==> config.mk <==
export PLATFORM = sky130hd
export DESIGN_NAME = wb_stage
export DESIGN_NICKNAME = d
export VERILOG_FILES = /design/src/rtl/wb_pkg.sv /design/src/rtl/ld_align.sv /design/src/rtl/wb_stage.sv
export SDC_FILE = /design/constraint.sdc
export NUM_CORES = 1
export LEC_CHECK = 0
export BUFFER_PORTS_ARGS = -buffer_cell sky130_fd_sc_hd__buf_2
export CAP_MARGIN = 20
export CORE_MARGIN = 2
export CORE_UTILIZATION = 35
export DETAILED_ROUTE_END_ITERATION = 10
export GPL_TIMING_DRIVEN = 0
export PLACE_DENSITY_LB_ADDON = 0.25
export RECOVER_POWER = 25
export SYNTH_ARGS = -nofsm -noshare
export SYNTH_HDL_FRONTEND = slang
export SYNTH_HIERARCHICAL = 1
export SYNTH_SLANG_ARGS = --single-unit
==> constraint.sdc <==
create_clock -name clk -period 12.05 [get_ports clk]
set_input_delay 2.41 -clock clk [delete_from_list [all_inputs] [get_ports clk]]
set_output_delay 2.41 -clock clk [all_outputs]
set_load 0.01 [all_outputs]
==> src/rtl/wb_pkg.sv <==
// rtl/wb_pkg.sv - shared types and widths for the RV64 writeback stage
package wb_pkg;

    localparam int XLEN = 64;

    typedef enum logic [1:0] {
        LD_B = 2'd0,
        LD_H = 2'd1,
        LD_W = 2'd2,
        LD_D = 2'd3
    } ld_size_t;

    // One buffered result; data is already aligned/extended when stored
    typedef struct packed {
        logic            we;
        logic [4:0]      rd_addr;
        logic [XLEN-1:0] data;
        logic [XLEN-1:0] pc;
    } wb_entry_t;

endpackage

==> src/rtl/ld_align.sv <==
// rtl/ld_align.sv - combinational load-data byte-lane shift and sign/zero extension
module ld_align
    import wb_pkg::*;
(
    input  logic            is_load,
    input  ld_size_t        size,
    input  logic            is_unsigned,
    input  logic [2:0]      offset,
    input  logic [XLEN-1:0] data,
    output logic [XLEN-1:0] result
);

    logic [XLEN-1:0] shifted;

    // Move the addressed byte lane to bit 0, then extend to the access width;
    // misaligned offsets simply shift whatever bytes remain, no trap
    always_comb begin
        shifted = data >> {offset, 3'b000};
        result  = data;
        if (is_load) begin
            case (size)
                LD_B: result = is_unsigned ? {56'b0, shifted[7:0]}
                                           : {{56{shifted[7]}}, shifted[7:0]};
                LD_H: result = is_unsigned ? {48'b0, shifted[15:0]}
                                           : {{48{shifted[15]}}, shifted[15:0]};
                LD_W: result = is_unsigned ? {32'b0, shifted[31:0]}
                                           : {{32{shifted[31]}}, shifted[31:0]};
                LD_D: result = shifted;
            endcase
        end
    end

endmodule

==> src/rtl/wb_stage.sv <==
// rtl/wb_stage.sv - writeback stage with skid FIFO and retire counter; WB_BYPASS_EN adds operand forwarding ports
module wb_stage
    import wb_pkg::*;
#(
    parameter int DEPTH = 2
) (
    input  logic            clk,
    input  logic            rst,
    input  logic            in_valid,
    output logic            in_ready,
    input  logic            in_we,
    input  logic [4:0]      in_rd_addr,
    input  logic            in_is_load,
    input  logic [1:0]      in_ld_size,
    input  logic            in_ld_unsigned,
    input  logic [2:0]      in_ld_offset,
    input  logic [XLEN-1:0] in_data,
    input  logic [XLEN-1:0] in_pc,
    input  logic            wb_hold,
    input  logic            flush,
`ifdef WB_BYPASS_EN
    input  logic [4:0]      byp_rs1addr,
    input  logic [4:0]      byp_rs2addr,
    output logic            byp_rs1_hit,
    output logic            byp_rs2_hit,
    output logic [XLEN-1:0] byp_rs1_data,
    output logic [XLEN-1:0] byp_rs2_data,
`endif
    output logic            wb_valid,
    output logic            RFwe,
    output logic [4:0]      rdaddr,
    output logic [XLEN-1:0] rd,
    output logic [XLEN-1:0] retire_pc,
    output logic [XLEN-1:0] instret
);

    localparam int PW    = $clog2(DEPTH);
    localparam int CNT_W = PW + 1;
    localparam logic [CNT_W-1:0] CNT_FULL = CNT_W'(DEPTH);

    wb_entry_t       mem [DEPTH];
    logic [PW-1:0]   rd_ptr;
    logic [PW-1:0]   wr_ptr;
    logic [CNT_W-1:0] count;

    logic [XLEN-1:0] aligned;
    wb_entry_t       in_entry;
    wb_entry_t       out_src;
    logic            fifo_empty;
    logic            accept;
    logic            pop;
    logic            push;
    logic            direct;

    ld_align u_ld_align (
        .is_load     (in_is_load),
        .size        (ld_size_t'(in_ld_size)),
        .is_unsigned (in_ld_unsigned),
        .offset      (in_ld_offset),
        .data        (in_data),
        .result      (aligned)
    );

    // Handshake decode: an empty FIFO with no stall lets the new result skip the buffer
    always_comb begin
        in_entry   = '{we: in_we, rd_addr: in_rd_addr, data: aligned, pc: in_pc};
        fifo_empty = (count == '0);
        in_ready   = (count != CNT_FULL);
        accept     = in_valid && in_ready && !flush;
        pop        = !wb_hold && !fifo_empty;
        direct     = accept && !wb_hold && fifo_empty;
        push       = accept && !direct;
        out_src    = pop ? mem[rd_ptr] : in_entry;
    end

    // FIFO storage; contents are only meaningful between rd_ptr and wr_ptr
    always_ff @(posedge clk) begin
        if (push) begin
            mem[wr_ptr] <= in_entry;
        end
    end

    // FIFO pointers and occupancy
    always_ff @(posedge clk) begin
        if (rst || flush) begin
            rd_ptr <= '0;
            wr_ptr <= '0;
            count  <= '0;
        end else begin
            if (push) begin
                wr_ptr <= wr_ptr + 1'b1;
            end
            if (pop) begin
                rd_ptr <= rd_ptr + 1'b1;
            end
            case ({push, pop})
                2'b10:   count <= count + 1'b1;
                2'b01:   count <= count - 1'b1;
                default: count <= count;
            endcase
        end
    end

    // Registered regfile write port and retire counter
    always_ff @(posedge clk) begin
        if (rst) begin
            wb_valid  <= 1'b0;
            RFwe      <= 1'b0;
            rdaddr    <= '0;
            rd        <= '0;
            retire_pc <= '0;
            instret   <= '0;
        end else begin
            instret <= instret + {{(XLEN-1){1'b0}}, wb_valid};
            if (flush || wb_hold || !(pop || direct)) begin
                wb_valid <= 1'b0;
                RFwe     <= 1'b0;
            end else begin
                wb_valid  <= 1'b1;
                RFwe      <= out_src.we && (out_src.rd_addr != 5'd0);
                rdaddr    <= out_src.rd_addr;
                rd        <= out_src.data;
                retire_pc <= out_src.pc;
            end
        end
    end

`ifdef WB_BYPASS_EN
    // Youngest pending write to addr: output register is oldest, FIFO tail is youngest
    function automatic logic [XLEN:0] byp_lookup(input logic [4:0] addr);
        logic [XLEN:0] res;
        logic [PW-1:0] idx;
        res = '0;
        if (addr != 5'd0) begin
            if (wb_valid && RFwe && rdaddr == addr) begin
                res = {1'b1, rd};
            end
            for (int i = 0; i < DEPTH; i++) begin
                idx = rd_ptr + PW'(i);
                if (CNT_W'(i) < count && mem[idx].we && mem[idx].rd_addr == addr) begin
                    res = {1'b1, mem[idx].data};
                end
            end
        end
        return res;
    endfunction

    // Operand forwarding from results not yet written to the regfile
    always_comb begin
        {byp_rs1_hit, byp_rs1_data} = byp_lookup(byp_rs1addr);
        {byp_rs2_hit, byp_rs2_data} = byp_lookup(byp_rs2addr);
    end
`endif

endmodule
==> results.toml <==
[clocking]
clk_pin_slew_ns = 0.05
cts_resized = 0
cts_sinks = 472
cts_buffers = 54
clk_path_buf_depth = 3
clkLatencyLatePin_ns = 0.59
cts_tree = "done"
cts_hold_buffers = 0
root_buffer = "clkbuf_16"
cts_setup_buffers = 0
cts-htree-levels = 2

[global_routing]
grt_pass1_wl_um = 103000
overflow = 0
antenna_found_initial = 6
grt_pass1_vias = 16726
grt_start_max_net_pins = 31
grt_usage_pct = 21.6

[die]
die_w_um = 250
die_y_um = 250
core_area_sq_um = 60000
rows = 90
dieArea_sq_um = 62400
io_pins = 346
initial_core_util_pct = 35.3

[detailed_routing]
drt_iter0_drc = 1284
drt-pass1-iter-count = 5
wire_per_inst_um = 21.8
wl_um = 69400
vias_per_cell = 5.38
vias = 17165
drc = 0
drtAntennaViolNets = 0

[synth]
synth.cell_area_sq_um = 21200
synth_edf_count = 268
yosysUniqueCellTypes = 57
synth_simple_gate_area_share_pct = 13.9
synth_top_area_cell = "edfxtp_1"
yosysMostFrequentCell = "nor2_1"
yosys-top-cells-area = "edfxtp_1 (38%), dfxtp_1 (19%), mux2i_1 (8.8%)"
ys.flop_type = "edfxtp_1"
synth_seq_cells = 472
synthMuxAreaShare_pct = 11.1
synth.net_count = 2098
synth_xor_xnor_area_share_pct = 1.86
synth_adder_area_share_pct = 0.177
seq_area_frac_synth_pct = 57.3
ys_top_cells_by_count = "nor2_1 (387), edfxtp_1 (268), dfxtp_1 (204)"
synth_warnings = 6
synth-async-reset-ratio_pct = 0
synth_top_family_by_area = "simple AND/OR/NAND/NOR gates"
netlist.area_leader.share_pct = 38.0
synth_cells = 1949
synth_compound_area_share_pct = 12.7
synth.avg_cell_area_sq_um = 10.9

[finish]
final_util_pct = 42.9
area_growth_syn_to_layout_pct = 21.7
multi_input_area_sq_um = 8390
ff_latch_area_sq_um = 12100
drive_gt1_share_pct = 18.5
nets = 2509
fill_cells = 5834

[worst_setup_path]
critical_path_buf_inv_count = 4
critical_path_class = "in -> reg"
crit_chain = "clkbuf_1, nor2b_1, o21ai_0, or2_2, nor2_1, clkbuf_1, buf_12, buf_12"
worst_path_max_delay_cell = "clkbuf_1"
startpoint = "wb_hold"
end_kind = "register"
critical-path-top-delay-family = "buffers and inverters"
critPathArrivalTime_ns = 5.72
critPathRequiredTime_ns = 12.32
crit_path_max_incr_delay_ns = 1.29
r2r_start = "wb_valid"
critPathLaunchType = "primary input"
worstPathMaxFanout = 30

[placement]
io_buffers = 343
hpwl_um = 51600
routabilityCongestion = 0.962

[worst_hold_path]
worstHoldStart = "retire_pc[44]"
min-delay-path-class = "reg -> reg"

[timing]
finalCriticalPeriod_ns = 5.45
grt_setup_unrepaired = "false"
fin_skew_ns = 0.0175
fin_crit_sh_pct = 45.2
hold_viol_final = 0
clock.fmax_mhz = 183
setup_viol = 0
drv_slew = 63
tightest_slew_ns = 1.84
relSlewSlack_pct = -22.9

[power_and_ir_drop]
ir_worst_vdd_v = 0.0000963
finalPower_mw = 3.76
pwr_density_cell_nw_per_um2 = 146
leakage_nw = 9.12

[status]
status = "complete, but fails checks"
violations = "capacitance limit, slew limit"

[run]
maxCapViolCount = 3
## final timing paths
kind                                 endpoint  slack (ns)  depth (start not counted)
worst max-delay path               mem[0][94]        6.60                          8
worst min-delay path            retire_pc[44]        0.48                          2
worst max register to register    instret[56]        8.08                          7
worst min register to register  retire_pc[44]        0.48                          2
## logic make-up after synthesis
logic type      after synthesis
flops                       472
simple gates                640
buf+inv                     157
xor+xnor                     45
fa+ha+maj                     3
compound gates              417
mux                         215
## power breakdown
group | leakage (nW) | switching (mW) | internal (mW)
combinational | 4.14 | 0.224 | 0.113
sequential | 4.09 | 0.0141 | 1.75
clock | 0.890 | 0.679 | 0.978
## sequential cells by signal (all words and copies together), names as in the netlist, named ones only
name / count
mem: 268
rd_ptr: 1
rdaddr: 5
rd: 64
RFwe: 1
instret: 64
retire_pc: 64
wr_ptr: 1
wb_valid: 1
count: 2
## cell type report
cell class,count,area share (%)
tap,782,3.80
inverter,9,0.131
buffer,148,2.28
timing repair buffer,355,7.06
antenna,4,0.0389
clock buffer,64,5.55
sequential,472,47.1
multi-input combinational,1320,32.6
clock inverter,37,1.42
## routing by layer
layer / GRT usage [%] / wire [um] / share of wire (%) / up-vias
met4: 7.04 / 2090 / 3.0 / 2
met1: 29.0 / 30400 / 44 / 8370
met5: 0 / 13 / 0.019 / -
li1: - / - / - / 8034
met3: 3.84 / 4530 / 6.5 / 119
met2: 35.3 / 32400 / 47 / 640
## layout by cell type, fill, tap and decap left out, drive strengths merged, types with 9 or more instances in the layout
master and count:
edfxtp 268, dfxtp 204, a211oi 155, nand3 26, a21oi 168, clkinv 28
nand4 35, nor4 19, or3 22, mux4 14, mux2 14, nor2b 10
or2 9, xor2 21, nand2 67, nor2 388, a31oi 16, clkbuf 257
o22ai 17, nor3 19, and4 9, o21ai 31, mux2i 187, buf 310
and3 12, xnor2 24, inv 11
## tightest hold or removal path, cell delays in order, from the launching register on
cell and delay, ns:
dfxtp_1 0.32, a21oi_1 0.06, nor2_1 0.07
## per-stage QoR
stage	hold slack (ns)	worst slack, ns	setup TNS [ns]	area, sq um	std cells
after global routing	0.512	6.36	0	25700	3190
after floorplan	0.496	2.92	0	21200	1949
after CTS	0.490	7.28	0	25900	3187
after detailed placement	0.474	6.63	0	24100	3086
after global placement	0.464	-1.24	-322.88	23900	3074
final	0.483	6.60	0	25800	3191
Power figures use the tool's default switching activity.
